<file path="src/rtl/conv_window_fetch.sv">
`timescale 1ns/1ps
// Scans every valid 3x3 window of an IMG_W x IMG_H image held in a dual-port memory
// and hands each assembled window to the conv datapath over a valid/ready handshake.
module conv_window_fetch #(
  parameter int IMG_W  = 28,
  parameter int IMG_H  = 28,
  parameter int DATA_W = 8,
  parameter int ADDR_W = 10
) (
  input  logic                  clk,
  input  logic                  rst,
  input  logic                  start,
  output logic                  busy,
  output logic                  done,
  output logic                  mem_en,
  output logic [ADDR_W-1:0]     mem_addr1,
  output logic [ADDR_W-1:0]     mem_addr2,
  input  logic [DATA_W-1:0]     mem_data1,
  input  logic [DATA_W-1:0]     mem_data2,
  output logic                  win_valid,
  input  logic                  win_ready,
  output logic [9*DATA_W-1:0]   win_data,
  output logic [4:0]            win_row,
  output logic [4:0]            win_col
);

  typedef enum logic [2:0] {
    S_IDLE,
    S_FETCH,
    S_DRAIN,
    S_OUT,
    S_DONE
  } state_t;

  localparam logic [4:0] LAST_ROW = 5'(IMG_H - 3);
  localparam logic [4:0] LAST_COL = 5'(IMG_W - 3);

  state_t              state, state_nxt;
  logic [4:0]          row, col;
  logic [2:0]          k;
  logic [DATA_W-1:0]   taps [9];
  logic [ADDR_W-1:0]   addr1_q, addr2_q;
  logic [ADDR_W-1:0]   base, fetch_a1, fetch_a2;
  logic [3:0]          t1, t2, cap_idx;
  logic                last_win;

  function automatic logic [ADDR_W-1:0] tap_off(input int unsigned t);
    return ADDR_W'((t / 3) * IMG_W + (t % 3));
  endfunction

  assign base     = ADDR_W'(row) * ADDR_W'(IMG_W) + ADDR_W'(col);
  // Pair k covers taps 2k and 2k+1; the ninth tap is issued alone on both ports.
  assign t1       = (k == 3'd4) ? 4'd8 : {k, 1'b0};
  assign t2       = (k == 3'd4) ? 4'd8 : {k, 1'b1};
  assign fetch_a1 = base + tap_off({28'b0, t1});
  assign fetch_a2 = base + tap_off({28'b0, t2});
  assign cap_idx  = {k - 3'd1, 1'b0};
  assign last_win = (row == LAST_ROW) && (col == LAST_COL);

  // Addresses are live during FETCH and otherwise hold the last issued pair.
  assign mem_addr1 = (state == S_FETCH) ? fetch_a1 : addr1_q;
  assign mem_addr2 = (state == S_FETCH) ? fetch_a2 : addr2_q;
  assign win_row   = row;
  assign win_col   = col;

  always_comb begin
    win_data = '0;
    for (int unsigned i = 0; i < 9; i++)
      win_data[i*DATA_W +: DATA_W] = taps[i];
  end

  always_ff @(posedge clk) begin
    if (rst) state <= S_IDLE;
    else     state <= state_nxt;
  end

  always_comb begin
    state_nxt = state;
    busy      = 1'b0;
    done      = 1'b0;
    mem_en    = 1'b0;
    win_valid = 1'b0;
    case (state)
      S_IDLE:  if (start) state_nxt = S_FETCH;
      S_FETCH: begin
        busy   = 1'b1;
        mem_en = 1'b1;
        if (k == 3'd4) state_nxt = S_DRAIN;
      end
      S_DRAIN: begin
        busy      = 1'b1;
        state_nxt = S_OUT;
      end
      S_OUT: begin
        busy      = 1'b1;
        win_valid = 1'b1;
        if (win_ready) state_nxt = last_win ? S_DONE : S_FETCH;
      end
      S_DONE: begin
        done      = 1'b1;
        state_nxt = S_IDLE;
      end
      default: state_nxt = S_IDLE;
    endcase
  end

  always_ff @(posedge clk) begin
    if (rst) begin
      row     <= '0;
      col     <= '0;
      k       <= '0;
      addr1_q <= '0;
      addr2_q <= '0;
      for (int unsigned i = 0; i < 9; i++) taps[i] <= '0;
    end else begin
      case (state)
        S_IDLE: begin
          if (start) begin
            row <= '0;
            col <= '0;
            k   <= '0;
          end
        end
        S_FETCH: begin
          addr1_q <= fetch_a1;
          addr2_q <= fetch_a2;
          k       <= (k == 3'd4) ? 3'd0 : k + 3'd1;
          // Data returning now belongs to the pair issued one cycle earlier.
          if (k != 3'd0) begin
            taps[cap_idx]        <= mem_data1;
            taps[cap_idx + 4'd1] <= mem_data2;
          end
        end
        S_DRAIN: taps[8] <= mem_data1;
        S_OUT: begin
          if (win_ready && !last_win) begin
            k <= '0;
            if (col == LAST_COL) begin
              col <= '0;
              row <= row + 5'd1;
            end else begin
              col <= col + 5'd1;
            end
          end
        end
        default: ;
      endcase
    end
  end

endmodule

</file>
<file path="config.mk">
export PLATFORM = sky130hd
export DESIGN_NAME = conv_window_fetch
export DESIGN_NICKNAME = d
export VERILOG_FILES = /design/src/rtl/conv_window_fetch.sv
export SDC_FILE = /design/constraint.sdc
export NUM_CORES = 1
export LEC_CHECK = 0
export BUFFER_PORTS_ARGS = -buffer_cell sky130_fd_sc_hd__clkbuf_2
export CORE_MARGIN = 5
export CORE_UTILIZATION = 62
export CTS_BUF_LIST = sky130_fd_sc_hd__clkbuf_8
export CTS_CLUSTER_SIZE = 25
export DETAILED_ROUTE_END_ITERATION = 16
export PLACE_DENSITY = 0.95
export SLEW_MARGIN = 20
export SYNTH_ARGS = -nofsm -noshare
export SYNTH_HDL_FRONTEND = slang
export SYNTH_SLANG_ARGS = --single-unit
</file>
<file path="constraint.sdc">
create_clock -name clk -period 13.25 [get_ports clk]
set_clock_uncertainty 0.1 [all_clocks]
set_input_delay 3.975 -clock clk [delete_from_list [all_inputs] [get_ports clk]]
set_output_delay 3.975 -clock clk [all_outputs]
set_load 0.01 [all_outputs]
</file>
# Word level (Yosys, flattened, before mapping)
# Memory sizes are Yosys's and may differ from the RTL's.
# Cells that the tools add are included.
dict set report op_classes {
  addsub 10
  mul 3
  div 4
  magnitude_cmp 0
  n_eq_ne 12
  n_shift 0
  mux 40
  bitwise_logic 1
  reduce_logical 14
}
# op count
set ops {}
lappend ops {{$div 4x2->32 const B} 2}
lappend ops {{$mod 4x2->32 const B} 2}
lappend ops {{$mul 32x3->8 const B} 2}
lappend ops {{$add 10x10->10} 4}
lappend ops {{$mux 5} 5}
lappend ops {{$mux 8} 3}
lappend ops {{$mux 3} 7}
lappend ops {{$mux 10} 2}
lappend ops {{$pmux 5 s2} 2}
lappend ops {{$mux 4} 4}
lappend ops {{$reduce_or 8->1} 2}
lappend ops {{$mux 1} 15}
lappend ops {{$pmux 3 s4} 1}
lappend ops {{$add 10x5->10} 1}
lappend ops {{$add 5x1->5 const B} 2}
lappend ops {{$eq 5x5->1 const B} 2}
lappend ops {{$ne 2x2->1 const B} 5}
lappend ops {{$pmux 3 s3} 1}
lappend ops {{$reduce_and 3->1} 3}
lappend ops {{$mul 5x3->8 const B} 1}
lappend ops {{$eq 3x2->1 const B} 2}
lappend ops {{$eq 3x3->1 const B} 2}
lappend ops {{$reduce_bool 3->1} 2}
lappend ops {{$add 4x1->4 const B} 1}
lappend ops {{other kinds (10)} 11}
dict set report word_totals {
  reg_bits 36
  latchBits 0
  mem_bits_rw 72
  rom_bits 0
  inputBits 20
  output_inout_bits 106
  word_cells 91
  memories 1
}
# name words width read_ports rd_clocked_by_memory_dff write_ports line
set mem_list {}
lappend mem_list {taps 9 8 9 0 9 41} ;# logic [DATA_W-1:0] taps [9];

# Longest topological paths before layout
dict set report logic_depth {
  ltp_word 7
  mapped_depth 30
  depth_no_buf 26
}

# Worst setup path after synthesis
# No wires, ideal clock.
dict set report synth_path {
  path_type {register to output}
  start {reg k[1]}
  end {out mem_addr2[9]}
  arrival_ps 5816
  required_ps 9175
  setup_slack_ps 3359
  path_stages_with_launch 29
  path_buffers 4
  path_cell_list {dfxtp_1 > buf_6 > inv_1 > ha_1 > ha_1 > buf_12 > buf_6 > nor2_1 > ha_1 > buf_6 > nor2_1 > nand2_1 > nor2_1 > a21oi_1 > ha_1 > a21oi_2 > o21a_1 > inv_1 > fa_1 > ha_1 > fa_1 > fa_1 > ha_1 > inv_1 > o21bai_1 > a2111oi_0 > o21a_1 > mux2i_1 > nand2_1}
}
dict set report synth_between {
  elab_chain_len 7
  word_cells_on_any_way 8
  classes_between {2 x add/sub; 1 x mul; 2 x div; 1 x eq/ne; 2 x mux}
}
# element line
set synth_rtl {}
lappend synth_rtl {{from (decl)} 40} ;# logic [2:0] k;
lappend synth_rtl {{from (signal assigned)} 127} ;# k <= (k == 3'd4) ? 3'd0 : k + 3'd1;
lappend synth_rtl {{$eq 3x3->1} 54} ;# assign t2 = (k == 3'd4) ? 4'd8 : {k, 1'b1};
lappend synth_rtl {{$mux 4 *} 54}
lappend synth_rtl {{$div 4x2->32} 48} ;# return ADDR_W'((t / 3) * IMG_W + (t % 3));
lappend synth_rtl {{$mul 32x3->8} 48}
lappend synth_rtl {{$add 10x10->10 *} 48}
lappend synth_rtl {{$add 10x10->10 *} 56} ;# assign fetch_a2 = base + tap_off({28'b0, t2});
lappend synth_rtl {{$mux 10 *} n/a}
lappend synth_rtl {{to (decl)} 17} ;# output logic [ADDR_W-1:0] mem_addr2,
# Every way passes the cells marked *; elsewhere a longest branch is shown, timed or not.

# Worst setup path in the final report
dict set report layout_path {
  start {reg k[0]}
  end {out mem_addr2[9]}
}
# Same word-level chain as after synthesis.

==> results by group <==
Critical path
  • Crit path DAT: 7580 ps
  • Crit path cell chain: inv_1 -> ha_1 -> ha_1 -> nor2_1 -> ha_1 -> nor2_1 -> nand2_1 -> a21oi_1 -> ha_1 -> a21oi_2 -> o21a_1 -> inv_1 -> fa_1 -> ha_1 -> fa_1 -> fa_1 -> ha_1 -> inv_1 -> o21bai_1 -> a2111oi_0 -> o21a_1 -> mux2i_1 -> nand2_1 -> clkbuf_2
  • Slowest-stage cell, CP: dfxtp_1
  • Worst-path maximum fanout: 16
  • Slowest stage delay, CP: 690 ps
  • Reg2reg end: addr2_q[9]
  • Reg2reg start: k[0]
  • Worst EP required: 9170 ps
  • Family with the most delay on the worst path: adder cells
  • Worst path bufs/invs: 4
  • Startpoint types: flop
  • FF-to-FF setup slack: 5940 ps
  • CP dominant cell by count: ha_1
  • Critical path class: reg2out
  • Endpoint class of the critical path: output pin
  • Cells on worst reg2reg path: 23

Die
  • I/O pin count: 126
  • Die Wd: 113.8 um
  • Row count: 37
  • Initial Utilization: 64.12%
  • Area of the core: 10,420 sq um
  • Die H: 113.8 um
  • Die area: 12,950 sq um

Route
  • DR pass1 iterations: 5
  • Routed vias/inst: 5.774
  • WL final: 15,880 um
  • Initial drt markers: 442
  • # DRC: 0
  • Antenna Nets Post-Route: 0
  • Routed WL per cell: 17.71 um
  • Via count: 5,179

Synth
  • Most common cell in the netlist: and2_1
  • Avg Cell Area, Syn: 10.53 sq um
  • Number of enable flip-flop cells after synthesis: 72
  • Cell variety after synth: 68
  • Seq/Total Area, Yosys: 43.16%
  • Most common flop cell mapped by yosys: edfxtp_1
  • Yosys warning total: 0
  • #FFs+latches synth: 108
  • Ranking of synthesized cells by area: edfxtp_1, dfxtp_1, ha_1, and2_1, fa_1
  • Top cells by count, synth: and2_1, edfxtp_1, nand2_1
  • Post-synthesis cell count: 634
  • Post-synthesis async set-or-reset flop share: 0%
  • Post-synthesis cell area: 6679 sq um
  • Area leader, netlist: edfxtp_1
  • Post-synth top area share: 32.37%
  • Syn nets: 731

Cells and area
  • Nets@finish: 853
  • Layout cells sized above 1: 22.86%
  • Ant. Diodes: 0
  • Area Overhead vs Synth: 13.56%

STA
  • Achievable Freq: 85.84 MHz
  • Crit share post-route: 87.93%
  • Tightest Pin Transition: 899.8 ps
  • Pins Over Slew Limit: 0
  • Fin crit period: 11,650 ps
  • Hold Vio Cnt, Final: 0
  • Final setup TNS: 0 ps
  • # setup viols final: 0
  • Worst hold slack: 368.2 ps
  • Normalized max-slew margin: 40.01%
  • RSZ-0062 raised after global routing: no

Clock tree
  • CTS tree: yes
  • Num CTS Buffers: 9
  • Reg clk slew, reported paths: 120 ps
  • Worst skew pair latency: 370 ps
  • Sink Count: 108
  • H-tree depth: 3
  • Root buf cell: clkbuf_8
  • Clock buffer depth: 2
  • Post-CTS setup buffers: 0
  • CTS resizes: 0
  • CTS hold repair buffers: 0

Min path
  • Min-Delay Path Class: reg2reg
  • WHS Endpoint: addr2_q[9]
  • Hold_sp: addr2_q[9]
  • WHS Path Cells: 2

Power and ir drop
  • PwrDens: 88.62 nW/um^2
  • Leak: 0.003479 uW
  • Worst-case vdd ir drop: 0.07759 mV

GRT
  • First-pass GRT wire length: 25,530 um
  • Antenna violations before repair: 0
  • Largest net degree at the start of global routing: 44
  • GRT Residual Overflow: 0
  • Vias in the first global route: 4,997
  • GRT Total Usage: 24.78%

Placement
  • Final Wtd Congestion: 0.9248
  • Buffers on Ports: 125
  • Post-DP HPWL: 12,100 um

Run status
  • Status: completed

Run
  • MaxCap Viol Count: 0
-- final cells by class --
class / instances / area, sq um
clock buffers: 9 / 123.9
flip-flops and latches: 108 / 2883
clock inverters: 7 / 82.58
repair buffers: 130 / 663.1
fillers: 703 / 2831
well taps: 136 / 170.2
multi-input cells: 470 / 3521
inverters: 37 / 141.4
-- layout by cell type (no fill, tap or decap), types with 3 or more instances in the layout --
cell type  instances
o21bai_1           7
o41ai_1            3
nor2b_1           18
nand2b_1           3
dfxtp_1           36
ha_1              54
and2_1            76
nand4_1            5
nor2_1            42
nor3_1            18
fa_1              23
nand3_1            6
edfxtp_1          72
o21ai_0           22
buf_4              5
o22ai_1            3
a21o_1             5
xnor2_1           23
and3_1             3
a31oi_1            6
a21oi_1           30
clkbuf_2         125
o21a_1             3
clkbuf_8           9
xor2_1             5
mux2i_1            3
or2_2             10
inv_1             34
nand2_1           58
-- per-stage QoR --
| step | setup slack, ps | area (sq um) | std cells | power, uW | util [%] |
|---|---|---|---|---|---|
| finish | 1600 | 7585 | 897 | 672.1 | 72.82 |
| global route | 1086 | 7585 | 897 | 700.8 | 72.82 |
| CTS | 1625 | 7585 | 897 | 673.9 | 72.82 |
| detailed placement | 2069 | 7378 | 881 | 469.1 | 70.83 |
| global placement | 2364 | 7378 | 881 | 465.0 | 70.83 |
| floorplan | 3359 | 6679 | 634 | 435.8 | - |
-- logic make-up after synthesis --
logic type,synth area share [%]
DFF,43.16
AOI/OAI and AO/OA,10.45
buffers and inverters,4.121
xor gates and xnor gates,3.915
adders and majority gates,17.01
and+or+nand+nor,20.55
muxes,0.7868
-- worst min-delay path: cells and delay by family (launching register included) --
family	cells	cell delay, ps
AOI/OAI and AO/OA	1	60
and+or+nand+nor	1	60
DFF	1	320
-- power by group --
group / total (uW) / internal, uW / switching, uW
Sequential: 376 / 369 / 6.89
Combinational: 85.8 / 32.3 / 53.5
Clock: 210 / 90.5 / 120
Total: 672 / 492 / 180
-- worst max path at each step --
stage / from / endpoint / cells past startpoint / slack (ps)
4_1_cts: k[0] / mem_addr2[9] / 24 / 1630
5_1_grt: k[0] / mem_addr2[9] / 24 / 1090
3_5_place_dp: k[0] / mem_addr2[9] / 24 / 2070
2_1_floorplan: k[1] / mem_addr2[9] / 28 / 3360
6_report: k[0] / mem_addr2[9] / 24 / 1600
3_3_place_gp: k[0] / mem_addr2[9] / 24 / 2360
-- state kept, by name, indices dropped and copies added (netlist names) --
| signal | flops |
|---|---|
| win_row | 5 |
| win_col | 5 |
| addr1_q | 10 |
| state | 3 |
| taps | 72 |
| addr2_q | 10 |
| k | 3 |
-- per-layer routing --
metal / track usage (%) / wire length, um / part of all wire, % / up-vias
met5: 0 / 0 / 0 / -
met4: 8.234 / 334 / 2.1 / 0
met3: 3.395 / 1243 / 7.8 / 26
met2: 44.09 / 7965 / 50 / 271
met1: 31.17 / 6339 / 40 / 2442
li1: - / - / - / 2440
(Power assumes the default switching activity.)
